==> src/rtl/paridad_serial.sv <==
// Serial frame receiver: N data bits LSB first plus one parity bit, checked
// against even or odd parity with a running XOR accumulator.
module paridad_serial #(
    parameter int N             = 8,
    parameter bit PARIDAD_IMPAR = 1'b0
) (
    input  logic         clk,
    input  logic         rst,
    input  logic         inicio,
    input  logic         bit_in,
    input  logic         valido,
    output logic [N-1:0] datos,
    output logic         listo,
    output logic         error_par,
    output logic         ocupado,
    output logic [1:0]   estado
);

    // Handshake: bit_in is consumed on every cycle valido is high while a frame
    // is open; there is no back-pressure, so the source never waits on us.
    // inicio always wins over valido in the same cycle.

    localparam int CW = (N > 2) ? $clog2(N) : 1;
    localparam logic [CW-1:0] ULTIMO = CW'(N - 1);

    typedef enum logic [1:0] {
        ESPERA  = 2'd0,
        RECIBE  = 2'd1,
        PARIDAD = 2'd2
    } estado_t;

    estado_t       st, st_n;
    logic [N-1:0]  sr, sr_n;
    logic [CW-1:0] cnt, cnt_n;
    logic          acc, acc_n;
    logic [N-1:0]  datos_n;
    logic          listo_n;
    logic          error_n;

    always_ff @(posedge clk) begin
        if (rst) begin
            st        <= ESPERA;
            sr        <= '0;
            cnt       <= '0;
            acc       <= 1'b0;
            datos     <= '0;
            listo     <= 1'b0;
            error_par <= 1'b0;
            ocupado   <= 1'b0;
        end else begin
            st        <= st_n;
            sr        <= sr_n;
            cnt       <= cnt_n;
            acc       <= acc_n;
            datos     <= datos_n;
            listo     <= listo_n;
            error_par <= error_n;
            ocupado   <= (st_n != ESPERA);
        end
    end

    always_comb begin
        st_n    = st;
        sr_n    = sr;
        cnt_n   = cnt;
        acc_n   = acc;
        datos_n = datos;
        listo_n = 1'b0;
        error_n = error_par;

        // A start strobe reinitialises from any state; a bit in that cycle is dropped.
        if (inicio) begin
            st_n  = RECIBE;
            sr_n  = '0;
            cnt_n = '0;
            acc_n = PARIDAD_IMPAR;
        end else begin
            case (st)
                ESPERA: begin
                    st_n = ESPERA;
                end
                RECIBE: begin
                    if (valido) begin
                        sr_n[cnt] = bit_in;
                        acc_n     = acc ^ bit_in;
                        if (cnt == ULTIMO) begin
                            cnt_n = '0;
                            st_n  = PARIDAD;
                        end else begin
                            cnt_n = cnt + CW'(1);
                        end
                    end
                end
                PARIDAD: begin
                    if (valido) begin
                        datos_n = sr;
                        error_n = acc ^ bit_in;
                        listo_n = 1'b1;
                        st_n    = ESPERA;
                    end
                end
                default: begin
                    st_n = ESPERA;
                end
            endcase
        end
    end

    assign estado = st;

endmodule

==> config.mk <==
export PLATFORM = sky130hd
export DESIGN_NAME = paridad_serial
export DESIGN_NICKNAME = d
export VERILOG_FILES = /design/src/rtl/paridad_serial.sv
export SDC_FILE = /design/constraint.sdc
export NUM_CORES = 1
export LEC_CHECK = 0
export CORE_ASPECT_RATIO = 1.1
export CORE_MARGIN = 4
export CORE_UTILIZATION = 35
export CTS_BUF_LIST = sky130_fd_sc_hd__clkbuf_16
export DETAILED_ROUTE_END_ITERATION = 8
export SLEW_MARGIN = 40
export SYNTH_ARGS = -nofsm -noshare
export SYNTH_HDL_FRONTEND = slang
export SYNTH_SLANG_ARGS = --single-unit
export TNS_END_PERCENT = 100
==> constraint.sdc <==
create_clock -name clk -period 3.24 [get_ports clk]
set_clock_uncertainty 0.1 [all_clocks]
set_input_delay 0.324 -clock clk [delete_from_list [all_inputs] [get_ports clk]]
set_output_delay 0.324 -clock clk [all_outputs]
set_load 0.03 [all_outputs]
; After elaboration in Yosys (flattened, before gate mapping)
; Index checks and enable logic that the tools add are counted.
[totals]
output_inout_bits = 13
latch_bits = 0
elab_cells = 33
in_bits = 5
reg_bits = 25
memories = 0
ram_bits = 0
mem_bits_ro = 0
[op_classes]
n_div = 0
multipliers = 0
eq_ne = 3
bitwise = 3
addsub = 1
order_cmp = 2
n_shift = 0
n_reduce_logical = 6
mux = 10
[ops]
columns = op, n
row1 = $bwmux W8, 1
row2 = $mux W2, 4
row3 = $lt A3 B4 Y1 const B, 1
row4 = $pmux W2 S2, 1
row5 = $add A3 B1 Y3 const B, 1
row6 = $demux W1 S3, 1
row7 = $eq A3 B3 Y1 const B, 1
row8 = $ge A3 B1 Y1 const B, 1
row9 = $mux W3, 1
row10 = $reduce_and A3 Y1, 1
row11 = $reduce_or A3 Y1, 1
row12 = $eq A2 B1 Y1 const B, 1
row13 = $eq A2 B2 Y1 const B, 1
row14 = $mux W1, 2
row15 = $not A1 Y1, 2
row16 = $reduce_and A2 Y1, 1
row17 = $reduce_bool A2 Y1, 1
row18 = $reduce_or A2 Y1, 1
row19 = $logic_and A1 B1 Y1, 1
row20 = $xor A1 B1 Y1, 1

; Logic depth before layout (Yosys ltp)
[depth]
depth_word = 6
mapped_depth = 6
depth_no_buf = 5

; Worst setup path after synthesis
; OpenSTA, ideal clock, no wires.
[synth_path]
path_type = reg2reg
start = reg st[1] (netlist: estado[1])
end = reg ocupado
synth_period_minus_slack_ps = 1716
path_stages_with_launch = 6
slack_ps = 1524
arrival_ps = 1479
path_buffers = 0
required_time_ps = 3002
path_cell_list = dfxtp_1 inv_1 ha_1 or2_1 a221oi_1 o32ai_1
[synth_between]
elab_chain_len = 5
[synth_lines]
columns = item, line_no
row1 = start: declaration, 32  ; estado_t st, st_n;
row2 = start signal: assignment, 51  ; st <= st_n;
row3 = $mux W2, 86  ; if (cnt == ULTIMO) begin
row4 = $mux W2, 83  ; if (valido) begin
row5 = $pmux W2 S2 *, 78  ; case (st)
row6 = $mux W2 *, 72  ; if (inicio) begin
row7 = $reduce_bool A2 Y1 *, 58  ; ocupado <= (st_n != ESPERA);
row8 = end signal: assignment, 58
row9 = end: declaration, 15  ; output logic ocupado,
; Mark *: on every way between the ends. The rest lies on a longest branch, timed or not.
; A chain may end at the register's enable or synchronous reset.

; Final worst setup path
[layout_path]
start = in rst
end = reg sr[5]
[layout_between]
elab_chain_len = 1
[layout_lines]
columns = item, line_no
row1 = start: declaration, 8  ; input logic rst,
row2 = $reduce_or A2 Y1 (no source line), -
row3 = end signal: assignment, 52  ; sr <= sr_n;
row4 = end: declaration, 33  ; logic [N-1:0] sr, sr_n;
; No other way between the ends.

==> flow_summary.ini <==
[status]
outcome = finished, final reports clean

[sta]
slew_headroom_pct = 58.6
fmax_mhz = 538
min_period_over_period_pct = 57.4
rsz0062_at_grt = false
finalSetupTns_ns = 0
finalSetupViolCount = 0
finalMaxSlewViolations = 0
timing.final.hold_violations = 0
fin_crit_ns = 1.86
tightest_slew_ns = 0.619

[drt]
routed_via_density = 5.03
first_pass_iters = 4
ant_nets = 0
num_vias = 800
avgRoutedWirePerCell_um = 12.4
drt-total-wl_um = 1980
drc = 0
drt_iter0_markers = 25

[power]
comb_power_share_pct = 5.2
power.total_mw = 0.616
seqPwrFrac_pct = 50.4
intPower_mw = 0.489
power_density_nw_per_um2 = 462
p_sw_mw = 0.127
ir_worst_vdd_mv = 0.275
pwr-share-clk_pct = 44.4
switching_share_pct = 20.6
power_leakage_nw = 0.550

[global_route]
grt.busiest_layer = met2
use_met1_pct = 14.9
grt_use_met3_pct = 1.76
grt_max_degree = 16
grtUsageMet2_pct = 16.8
first_global_vias = 747
grt_pass1_wl_um = 3370
grt_usage_pct = 11.3
antenna_found_initial = 0
gr-total-overflow = 0

[critical_path]
end_kind = register
cp-startpoint = rst
r2r_start = cnt[1]
worstPathRequired_ns = 3.31
worst_ep_arrival_time_ns = 1.93
path_class = in -> reg
start_kind = input pin
reg2reg_setup_slack_ns = 1.48
path_max_fanout = 13
setup.worst_path.end = sr[5]
r2r-end = ocupado
worstRegToRegCells = 5

[cts]
clk_pin_slew_ns = 0.06
cts_tree = done
insertion_delay_ns = 0.26
cts.sinks = 25
post_cts_buffers = 0
cts_hold_buffers = 0
root_buffer = clkbuf_16
h-tree-depth = 1
cts_inserted_buffers = 3
clk_path_buf_depth = 2
cts_resized = 0

[layout]
nFillCells = 289
nets = 136
syn2layout_area_growth_pct = 24.6
layout_commonest_cell = dfxtp_1
antenna_cells = 0
drive_gt1_share_pct = 7.14
most-common-layout-cells = dfxtp_1, clkdlybuf4s50_1, mux2i_1

[synthesis]
synth-seq-cells = 25
syn_inst = 110
avgSynthCellArea_um2 = 9.74
yosysWarnings = 0
ys_seq_area_share_pct = 46.7
synth_edf_count = 0
async_flop_share_pct = 0
synthFlopType = dfxtp_1
ys_types = 33
syn-num-nets = 119
synthesis.area_um2 = 1070

[floorplanning]
die_width_um = 60.7
initial_core_util_pct = 37.5
fp-row-count = 20
die_y_um = 66.0
core-area_um2 = 2850
die_area_um2 = 4010
io_pins = 18

[placement]
routabilityCongestion = 0.787
portBuffers = 17
dp_hpwl_um = 1440

[job]
cap_violations = 0

[min_path]
hp-class = reg -> reg
-- critical path, cell delays in order --
cell and delay [ns]:
clkdlybuf4s50_1 0.67, nor2_2 0.42, nand2_1 0.26, o31ai_1 0.25
-- stage by stage --
step	utilization (%)	hold slack, ns	worst slack, ns	area (um2)	cells
floorplan	-	0.334	1.52	1070	110
global placement	43.9	0.356	1.21	1250	155
detailed placement	43.9	0.358	1.06	1250	155
CTS	46.8	0.366	1.34	1340	159
global route	46.8	0.380	1.18	1340	159
finish	46.8	0.362	1.38	1340	159
-- area by class of cell --
cell class / instances / area (um2) / area share [%]
clock inverters: 1 / 7.51 / 0.562
flip-flops and latches: 25 / 500 / 37.5
multi-input cells: 75 / 519 / 38.9
inverters: 5 / 21.3 / 1.59
well taps: 33 / 41.3 / 3.09
repair buffers: 17 / 170 / 12.7
clock buffers: 3 / 75.1 / 5.62
-- power groups by stage --
stage	clock (mW)	combinational, mW	sequential [mW]
global placement	0	0.0311	0.318
finish	0.274	0.0317	0.311
global route	0.294	0.0346	0.311
CTS	0.283	0.0320	0.311
detailed placement	0	0.0319	0.318
floorplan	0	0.0159	0.320
-- worst min path at each step --
stage | start | end | depth (start not counted)
final | sr[1] | sr[1] | 2
after global routing | sr[0] | sr[0] | 2
after CTS | sr[1] | sr[1] | 2
after detailed placement | sr[1] | sr[1] | 2
after global placement | sr[0] | sr[0] | 2
after floorplan | sr[0] | sr[0] | 2
-- Yosys cell counts (2+ instances only) --
cell / n / share of area, %
dfxtp_1: 25 / 47
mux2i_1: 16 / 15
nor2_1: 13 / 4.6
nand2_1: 11 / 3.9
a21oi_1: 4 / 1.9
ha_1: 4 / 4.7
inv_1: 4 / 1.4
buf_2: 3 / 1.4
nand4b_1: 2 / 1.6
nor4b_1: 2 / 1.6
o211ai_1: 2 / 1.4
o31ai_1: 2 / 1.4
xor2_1: 2 / 1.6
-- state kept, by name (all words and copies together) (netlist names) --
register and cells:
sr 8, acc 1, estado 2, datos 8, cnt 3, ocupado 1
listo 1, error_par 1
-- metal layers --
layer  vias up  wire [um]
met5         -          0
met4         0         55
met3         5         56
met2        14        891
met1       369        974
li1        412          -
-- kinds of logic after synthesis --
family	synth area share, %
buffers and inverters	4.79
multiplexers	15.0
adder cells (fa/ha/maj)	4.67
AND/OR/NAND/NOR	20.2
flip-flops	46.7
AO/OA/AOI/OAI	7.01
XOR/XNOR	1.64
Power figures use the tool's default switching activity.
==> edit 1, RTL diff (same flow settings) <==
Change the parameter `N` from 8 to 32.
--- a/src/rtl/paridad_serial.sv
+++ b/src/rtl/paridad_serial.sv
@@ -3,3 +3,3 @@
 module paridad_serial #(
-    parameter int N             = 8,
+    parameter int N             = 32,
     parameter bit PARIDAD_IMPAR = 1'b0
Ports: changed (resized datos); port bits go from 18 to 42. The function was not compared with the original's and may differ.
==> edit 1 against the original RTL <==
- area after synthesis rose to 2.9 times the old value
- worst setup slack got worse by 0.14 ns
- critical endpoint is now ocupado$_SDFF_PP0_
- largest cell class is now flip-flops and latches
- cell area grew to 2.8 times the old value
- sequential cell count up 50
- sequential power rose to 3.0 times the old value
- hold slack lost 0.013 ns
- wire length grew to 3.2 times the old value
- register-to-register slack lost 0.24 ns
- total power rose to 3.0 times the old value
- largest power group unchanged
==> edit 1: results (changes against the original RTL) <==
- Global placement routability congestion: 0.774 (-1.6%)
- Initial antenna violation count: 0 (unchanged)
- Routed length per placed instance: 12.4 um (-0.66%)
- Post-synth top cells: nand2_1 (132), dfxtp_1 (75), a21oi_1 (37), mux2i_1 (33), buf_2 (13)
- DR iter-0 viols: 77 (+210%)
- Area contributors post-synth: dfxtp_1 (49%), nand2_1 (16%), mux2i_1 (11%)
- HPWL Detailed: 4070 um (+180%)
- Vias in the first global route: 2,395 (+220%)
- Pre-CTS setup slack: 1.03 ns (-0.0364 ns)
- # port buffers: 41 (+24)
- Share of layout cells above drive strength 1: 0.0684 (-0.00307)
- # resized after CTS: 0 (unchanged)
- Drt via density: 4.74 (-5.7%)
- Async SR Flop Fraction: 0 (unchanged)
- Distinct cells, synth: 36 (+9.1%)
- Worst slew pin tran: 0.605 ns (-0.0139 ns)
- Regs by FF count: datos (32), sr (32), cnt (5)
- Critical Path AT: 2.09 ns (+0.16 ns)
- Htree depth: 3 (+2)
- Fin nets: 404 (+200%)
- Dpl cell area: 3510 um2 (+180%)
- Total GRT Usage: 0.129 (+0.0156)
- Min-delay worst type: reg2reg
- Status: finished, final reports clean
- CTS Buf Count: 9 (+6)
- Largest net degree at the start of global routing: 37 (+21)
- Leak: 1.48 nW (+170%)
- Max VDD drop: 0.274 mV (-0.45%)
- First-pass GRT wire length: 11,000 um (+230%)
- Fillers: 898 (+210%)
- Crit-path max FO: 7 (-6)
- Clock slew at reported path FFs: 0.05 ns
- Register area share after synthesis: 0.487 (+0.0201)
- Syn nets: 373 (+210%)
- Skew-Pair Late Insertion Delay: 0.32 ns (+0.06 ns)
==> edit 1: worst paths after layout <==
| path | slack [ns] | from | to | cells after the start |
|---|---|---|---|---|
| worst max-delay path | 1.24 | cnt[0]$_SDFFE_PP0P_ | ocupado$_SDFF_PP0_ | 6 |
| worst min-delay path | 0.35 | sr[14]$_SDFFE_PP0P_ | datos[14]$_SDFFE_PP0P_ | 2 |
| worst min register to register | 0.35 | sr[14]$_SDFFE_PP0P_ | datos[14]$_SDFFE_PP0P_ | 2 |
| worst max register to register | 1.24 | cnt[0]$_SDFFE_PP0P_ | ocupado$_SDFF_PP0_ | 6 |
==> edit 1: cell families (layout without fill, tap and decap cells) <==
| group | after synthesis | in the layout | synth area share |
|---|---|---|---|
| AO/OA/AOI/OAI | 45 | 45 | 0.0796 |
| XOR/XNOR | 2 | 2 | 0.00569 |
| adder cells (fa/ha/maj) | 7 | 7 | 0.0284 |
| buffers and inverters | 32 | 66 | 0.0581 |
| flip-flops | 75 | 75 | 0.487 |
| multiplexers | 33 | 33 | 0.107 |
| AND/OR/NAND/NOR | 167 | 167 | 0.234 |
==> edit 1: critical path: stages (launching register included) <==
cell	delay (ns)
dfxtp_1	0.44
ha_1	0.23
and3_1	0.16
ha_1	0.29
inv_1	0.10
a221oi_1	0.38
o32ai_1	0.16
==> edit 1: cell type report <==
type,count,share of cell area
inverters,6,0.00599
flip-flops and latches,75,0.399
clock inverters,5,0.00599
multi-input cells,254,0.373
well taps,111,0.0370
repair buffers,46,0.119
clock buffers,9,0.0599
==> edit 1: per-layer routing <==
metal | vias up | part of all wire | global-route usage
li1 | 1235 | - | -
met4 | 0 | 0.022 | 0.0692
met3 | 10 | 0.026 | 0.0256
met5 | - | 0 | 0
met1 | 1126 | 0.48 | 0.153
met2 | 29 | 0.47 | 0.219
==> edit 1: through the flow <==
step                 util  cells
floorplan               -    361
global placement    0.413    492
detailed placement  0.413    492
CTS                 0.442    506
global route        0.442    506
finish              0.442    506
==> edit 1: power breakdown <==
part | switching (mW) | total (mW) | internal (mW)
Sequential | 0.00146 | 0.926 | 0.925
Combinational | 0.0353 | 0.0517 | 0.0163
Clock | 0.345 | 0.844 | 0.499
Total | 0.382 | 1.82 | 1.44
==> edit 2, RTL diff (config.mk and constraints unchanged) <==
Made on the original files. Make the reset (`rst`) asynchronous in one clocked block.
--- a/src/rtl/paridad_serial.sv
+++ b/src/rtl/paridad_serial.sv
@@ -39,3 +39,3 @@
 
-    always_ff @(posedge clk) begin
+    always_ff @(posedge clk or posedge rst) begin
         if (rst) begin
Check against the original RTL: differs if rst is asserted again (counterexample within 4 cycles, from zero or initial values and one cycle with rst high); with rst held inactive, the same outputs for 10 cycles.
==> edit 2 against the original RTL <==
- sequential cell count did not move
- combinational power rose by 69%
- worst setup slack improved by 0.042 ns
- area after synthesis rose by 9.6%
- die area rose by 8.3%
- non-clock buffer count did not move
- sequential share of layout area rose by 6.1 points
- wire length rose by 3.4%
- cell area rose by 7.6%
- total power rose by 5.4%
- cell count fell by 3.8%
- critical path type is now reg2out
- critical endpoint is now estado[0]
==> edit 2: results (changes against the original RTL) <==
- Status: finished, final reports clean
- Pre-CTS setup slack: 1.33 ns (+0.262 ns)
- Fin nets: 129 (-5.1%)
- Drt via density: 5.22 (+3.7%)
- Fillers: 296 (+2.4%)
- Placed Cells: 149 (-3.9%)
- Met2 Usage GRT: 0.198 (+0.0292)
- Vias in the first global route: 861 (+15%)
- Post-synth top cells: dfrtp_1 (25), nand2_1 (19), mux2i_1 (8), mux2_4 (7), nand3_1 (6)
- Min-delay worst type: in2async
- Met1 Track Usage GR: 0.130 (-0.0193)
- Logic power comb: 0.0535 mW (+69%)
- Worst slew pin tran: 0.512 ns (-0.107 ns)
- Final WL: 2050 um (+3.4%)
- Crit-path max FO: 5 (-8)
- Seq area share: 0.436 (+0.0607)
- Async SR Flop Fraction: 1.00 (+1.00)
- First-pass GRT wire length: 3770 um (+12%)
- Distinct cells, synth: 25 (-24%)
- Wire length on met3: 103 um (+84%)
- Area of the multi-input gates: 499 um2 (-3.9%)
- Final Instance Area: 1440 um2 (+7.6%)
- Slowest stage delay, CP: 0.71 ns (+0.04 ns)
- DR iter-0 viols: 23 (-8.0%)
- Routing usage on met3: 0.0211 (+0.00349)
edit 2: path summary, 6_finish.rpt:
| path | from | to | slack, ns | depth (start not counted) |
|---|---|---|---|---|
| max | estado[0]$_DFF_PP0_ | estado[0] | 1.42 | 1 |
| min | rst | datos[1]$_DFFE_PP0P_ | 0.31 | 2 |
| max reg2reg | estado[1]$_DFF_PP0_ | sr[0]$_DFFE_PP0P_ | 1.69 | 5 |
| min reg2reg | error_par$_DFFE_PP0P_ | error_par$_DFFE_PP0P_ | 0.39 | 2 |
| max in group asynchronous | rst | error_par$_DFFE_PP0P_ | 2.38 | 2 |
| min in group clk | error_par$_DFFE_PP0P_ | error_par$_DFFE_PP0P_ | 0.39 | 2 |
edit 2: logic make-up after synthesis:
logic type,count (synthesis),share of synthesized area
buf+inv,8,0.0416
flops,25,0.533
xor+xnor,2,0.0149
simple gates,36,0.149
fa+ha+maj,4,0.0426
compound gates,10,0.0512
mux,16,0.167
